`src/rtl/cacheline_burst_adapter_if.sv`:
```
// Cache-line / memory-burst signal bundle for cacheline_burst_adapter.
// The slave modport is the adapter's view; master is the cache+memory side.
interface cacheline_burst_adapter_if #(
    parameter int s_line  = 256,
    parameter int s_burst = 64
);
    logic [s_line-1:0]  line_i;
    logic [s_line-1:0]  line_o;
    logic [31:0]        address_i;
    logic               read_i;
    logic               write_i;
    logic               resp_o;
    logic [s_burst-1:0] burst_i;
    logic [s_burst-1:0] burst_o;
    logic [31:0]        address_o;
    logic               read_o;
    logic               write_o;
    logic               resp_i;

    modport slave (
        input  line_i, address_i, read_i, write_i, burst_i, resp_i,
        output line_o, resp_o, burst_o, address_o, read_o, write_o
    );

    modport master (
        output line_i, address_i, read_i, write_i, burst_i, resp_i,
        input  line_o, resp_o, burst_o, address_o, read_o, write_o
    );
endinterface

```
`src/rtl/cacheline_burst_adapter.sv`:
```
// Converts one whole-line cache read/write into a num_beats x s_burst memory burst,
// then pulses resp_o for one cycle. One transaction in flight, single line buffer.
module cacheline_burst_adapter #(
    parameter int s_offset = 5,
    parameter int s_line   = 256,
    parameter int s_burst  = 64
) (
    input logic                      clk,
    input logic                      rst,
    cacheline_burst_adapter_if.slave bus
);
    localparam int num_beats = s_line / s_burst;
    localparam int cw        = (num_beats > 1) ? $clog2(num_beats) : 1;
    localparam logic [cw-1:0] last_beat = cw'(num_beats - 1);

    typedef enum logic [1:0] {IDLE, RD_BURST, WR_BURST, DONE} state_t;

    state_t             state;
    logic [cw-1:0]      count;
    logic [s_line-1:0]  buffer;
    logic [31:0]        address_q;
    logic               read_q;
    logic               write_q;
    logic               resp_q;
    logic [31:0]        aligned;

    assign aligned       = {bus.address_i[31:s_offset], {s_offset{1'b0}}};
    assign bus.line_o    = buffer;
    assign bus.burst_o   = buffer[int'(count) * s_burst +: s_burst];
    assign bus.address_o = address_q;
    assign bus.read_o    = read_q;
    assign bus.write_o   = write_q;
    assign bus.resp_o    = resp_q;

    always_ff @(posedge clk) begin
        if (rst) begin
            state     <= IDLE;
            count     <= '0;
            buffer    <= '0;
            address_q <= '0;
            read_q    <= 1'b0;
            write_q   <= 1'b0;
            resp_q    <= 1'b0;
        end else begin
            case (state)
                IDLE: begin
                    // Write wins when both requests are raised together.
                    if (bus.write_i) begin
                        buffer    <= bus.line_i;
                        address_q <= aligned;
                        count     <= '0;
                        write_q   <= 1'b1;
                        state     <= WR_BURST;
                    end else if (bus.read_i) begin
                        address_q <= aligned;
                        count     <= '0;
                        read_q    <= 1'b1;
                        state     <= RD_BURST;
                    end
                end
                RD_BURST: begin
                    if (bus.resp_i) begin
                        buffer[int'(count) * s_burst +: s_burst] <= bus.burst_i;
                        if (count == last_beat) begin
                            count  <= '0;
                            read_q <= 1'b0;
                            resp_q <= 1'b1;
                            state  <= DONE;
                        end else begin
                            count <= count + 1'b1;
                        end
                    end
                end
                WR_BURST: begin
                    if (bus.resp_i) begin
                        if (count == last_beat) begin
                            count   <= '0;
                            write_q <= 1'b0;
                            resp_q  <= 1'b1;
                            state   <= DONE;
                        end else begin
                            count <= count + 1'b1;
                        end
                    end
                end
                DONE: begin
                    resp_q <= 1'b0;
                    state  <= IDLE;
                end
                default: begin
                    state <= IDLE;
                end
            endcase
        end
    end
endmodule
```
`src/flat_wrapper.sv`:
```
// flat-port wrapper written by rule: the top's interface ports become plain ports
module cacheline_burst_adapter_flat 
#(
    parameter int s_offset = 5,
    parameter int s_line   = 256,
    parameter int s_burst  = 64
)
  (clk, rst, bus_line_i, bus_address_i, bus_read_i, bus_write_i, bus_burst_i, bus_resp_i, bus_line_o, bus_resp_o, bus_burst_o, bus_address_o, bus_read_o, bus_write_o);
  cacheline_burst_adapter_if #(.s_line(s_line), .s_burst(s_burst)) bus_i ();
  input logic clk;
  input logic rst;
  input wire logic [$bits(bus_i.line_i)-1:0] bus_line_i;
  input wire logic [$bits(bus_i.address_i)-1:0] bus_address_i;
  input wire logic [$bits(bus_i.read_i)-1:0] bus_read_i;
  input wire logic [$bits(bus_i.write_i)-1:0] bus_write_i;
  input wire logic [$bits(bus_i.burst_i)-1:0] bus_burst_i;
  input wire logic [$bits(bus_i.resp_i)-1:0] bus_resp_i;
  output wire logic [$bits(bus_i.line_o)-1:0] bus_line_o;
  output wire logic [$bits(bus_i.resp_o)-1:0] bus_resp_o;
  output wire logic [$bits(bus_i.burst_o)-1:0] bus_burst_o;
  output wire logic [$bits(bus_i.address_o)-1:0] bus_address_o;
  output wire logic [$bits(bus_i.read_o)-1:0] bus_read_o;
  output wire logic [$bits(bus_i.write_o)-1:0] bus_write_o;
  assign bus_i.line_i = bus_line_i;
  assign bus_i.address_i = bus_address_i;
  assign bus_i.read_i = bus_read_i;
  assign bus_i.write_i = bus_write_i;
  assign bus_i.burst_i = bus_burst_i;
  assign bus_i.resp_i = bus_resp_i;
  assign bus_line_o = bus_i.line_o;
  assign bus_resp_o = bus_i.resp_o;
  assign bus_burst_o = bus_i.burst_o;
  assign bus_address_o = bus_i.address_o;
  assign bus_read_o = bus_i.read_o;
  assign bus_write_o = bus_i.write_o;
  cacheline_burst_adapter #(.s_offset(s_offset), .s_line(s_line), .s_burst(s_burst)) u_core (.clk(clk), .rst(rst), .bus(bus_i));
endmodule
```
`config.mk`:
```
export PLATFORM = sky130hd
export DESIGN_NAME = cacheline_burst_adapter_flat
export DESIGN_NICKNAME = d
export VERILOG_FILES = /design/src/rtl/cacheline_burst_adapter_if.sv /design/src/rtl/cacheline_burst_adapter.sv /design/src/flat_wrapper.sv
export SDC_FILE = /design/constraint.sdc
export NUM_CORES = 1
export LEC_CHECK = 0
export ABC_AREA = 0
export CORE_AREA = 2 2 277 279
export DETAILED_ROUTE_END_ITERATION = 12
export DIE_AREA = 0 0 279 281
export HOLD_SLACK_MARGIN = 0.1
export SLEW_MARGIN = 20
export SYNTH_ARGS = -nofsm -noshare
export SYNTH_HDL_FRONTEND = slang
export SYNTH_SLANG_ARGS = --single-unit
```
`constraint.sdc`:
```
create_clock -name clk -period 4.4 [get_ports clk]
set_clock_uncertainty 0.15 [all_clocks]
set_input_delay 1.1 -clock clk [delete_from_list [all_inputs] [get_ports clk]]
set_output_delay 1.1 -clock clk [all_outputs]
set_load 0.05 [all_outputs]
```
==> results of run 1 <==
-- per-layer routing --
metal  GRT usage [%]  part of all wire [%]  wire, microns  vias up
li1                -                     -              -     8043
met1            26.7                    40          35400     9228
met2            36.3                    48          42900     1084
met3            4.27                   8.1           7200      193
met4            8.42                   3.4           2980        4
met5               0                 0.032             28        -
-- cell type report --
type	instances	share of cell area, %
Sequential cell	290	22.2
Tap cell	978	4.66
Clock buffer	57	4.33
Multi-Input combinational cell	1231	38.9
Antenna cell	6	0.0572
Inverter	5	0.100
Clock inverter	11	0.525
Timing Repair Buffer	757	29.3
-- stage by stage --
| step | utilization [%] | hold WS (ps) | instances |
|---|---|---|---|
| 2_1_floorplan | - | 348 | 1781 |
| 5_1_grt | 34.8 | 335 | 3334 |
| 3_3_place_gp | 33.0 | 295 | 3260 |
| 3_5_place_dp | 33.0 | 297 | 3260 |
| 4_1_cts | 34.8 | 305 | 3329 |
| 6_report | 34.8 | 303 | 3335 |
-- tightest hold or removal path, stage by stage (launching register included) --
cell and delay, ps:
dfxtp_1 310, nand2_1 50, a21oi_1 50
-- path summary, 6_finish.rpt --
kind	startpoint	endpoint	slack, ps	depth (start not counted)
setup reg to reg	u_core.count[0]	u_core.bus.line_o[28]	860	7
hold reg to reg	u_core.bus.address_o[25]	u_core.bus.address_o[25]	300	2
setup / recovery	u_core.count[0]	bus_burst_o[15]	200	3
hold / removal	u_core.bus.address_o[25]	u_core.bus.address_o[25]	300	2
-- registers in the layout (all words and copies together), names as in the netlist --
name                  count
u_core.bus.line_o       256
u_core.bus.address_o     27
u_core.count              2
u_core.state              2
u_core.bus.read_o         1
u_core.bus.resp_o         1
u_core.bus.write_o        1
-- where the power goes --
| part | total, mW | switching (mW) | internal (mW) |
|---|---|---|---|
| combinational | 17.3 | 11.5 | 5.85 |
| clock | 3.25 | 1.29 | 1.96 |
| sequential | 4.97 | 1.22 | 3.75 |
| total | 25.5 | 14.0 | 11.6 |
-- synth_stat cells (2+ instances only) --
cell type	instances	area (sq um)
a21oi_1	290	1450
dfxtp_1	290	5810
nand2_1	248	931
a311oi_2	180	2700
nand4_1	128	801
buf_2	108	541
clkbuf_1	97	364
a22oi_1	64	480
and4b_1	64	641
mux4_2	64	1440
nand3_1	64	320
a211oi_2	60	751
buf_6	30	338
buf_4	13	97.6
a311oi_1	12	105
ha_1	10	125
buf_1	6	22.5
a211oi_1	5	37.5
nor2b_1	5	31.3
a21bo_2	4	40.0
and2_1	4	25.0
inv_1	4	15.0
o21ai_0	4	20.0
o31ai_1	2	15.0
or3_1	2	12.5
or4_1	2	15.0
-- repair_timing --
action                                  in CTS  in global routing
endpoints found under the setup margin      14                  0
hold endpoints to repair                     0                  0
setup buffers                                1                  0
gates resized for setup                      0                  0
-- kinds of logic (layout without fill, tap and decap cells) --
kind of cell | Yosys count | after routing | share of synthesized area [%]
compound gates | 626 | 626 | 32.7
simple gates | 524 | 524 | 16.4
flops | 290 | 290 | 33.6
buf+inv | 260 | 830 | 8.03
mux | 66 | 66 | 8.50
fa+ha+maj | 10 | 10 | 0.725
other cells | 1 | 11 | 0.0217
==> qor.csv, run 1 <==
metric,value,unit
status,"complete, no violations",
Most used DFF post-synth,dfxtp_1,
Fillers,7497,
"Cell Chain, Critical Path","buf_4, mux4_2, clkdlybuf4s50_1",
final period utilization,95.4,%
Worst path max stage delay,720,ps
Tightest Hold Check Type,reg2reg,
Max Slew Vio Count,0,
minimum clock period,4200,ps
"leading cell type in the layout, fill and taps excluded",clkdlybuf4s50_1,
Antenna Violating Nets Remaining,0,
port buffer count,701,
Synth Area per Inst,9.71,sq um
Wirelength per Cell,26.5,microns
setup ws final,202,ps
Post-synth EDFFs,0,
Worst path slowest cell,clkdlybuf4s50_1,
Startpoint Class,register,
"Distinct cells, synth",43,
Setup TNS Final,0,ps
WP buf/inv,2,
nature of the critical path endpoint,output pin,
CTS max path bufs,3,
Async SR Flop Fraction,0,%
sequential fraction of the synthesis area,33.6,%
core area,75400,sq um
crit-path leading delay family,buffers and inverters,
worst vdd ir,0.896,mV
CTS tree,yes,
Hold Fails Final Rpt,0,
nets@finish,2690,
crit-path max FO,14,
Total GRT Usage,21.4,%
total power,25.5,mW
design area,26200,sq um
layout cells sized above 1,18.6,%
Final Setup Violations,0,
Die Ht,281,microns
Max-slew headroom,29.1,%
Max-cap violations,0,
post-DR vias/cell,5.56,
Lkg Pwr,8.69,nW
Placed Area,24900,sq um
Sink Count,290,
pin count of the biggest net entering global routing,135,
critical path class,reg2out,
htree depth,2,
Vias,18552,
Initial Util,22.9,%
YS warnings,0,
# rows,101,
"flops & latches, synth",290,
Setup WS pre-CTS,541,ps
Iter 0 DRT Violations,1462,
clk slew on worst S/H paths,60,ps
CTS Hold Buffers Added,0,
clock latency on the worst-skew pair,550,ps
worst slew pin tran,1060,ps
DRT Pass-1 Iters,5,
Ports,712,
Peak Freq,238,MHz
remaining global-route overflow,0,
Multi-input gate area,10200,sq um
Seq. cell area,5810,sq um
Die X,279,microns
Post-Syn Instances,1777,
Critical Path AT,2950,ps
power per cell area,974,nW/um^2
full die area,78400,sq um
GPL Wtd Cong,0.913,
initial antenna violation count,10,
# DRC,0,
Synth-to-Final Area Change,52.1,%
RSZ-0062 raised after global routing,no,
Post-DP HPWL,59.3,mm
Required @ worst endpoint,3150,ps
total CTS buffers,38,
Root Buffer,clkbuf_16,
vias in the first global route,19038,
detailed-route wire length,88.5,mm
most frequent cells in the layout,"clkdlybuf4s50_1, a21oi_1, dfxtp_1",
first-pass GRT wire length,128,mm
mapped cell area,17300,sq um
Power figures use the tool's default switching activity.
==> run 2: changes to the inputs <==
- HOLD_SLACK_MARGIN: 0.1 -> unset
==> results of run 2 <==
Final layout, timing and power as in run 1 (identical DEF).
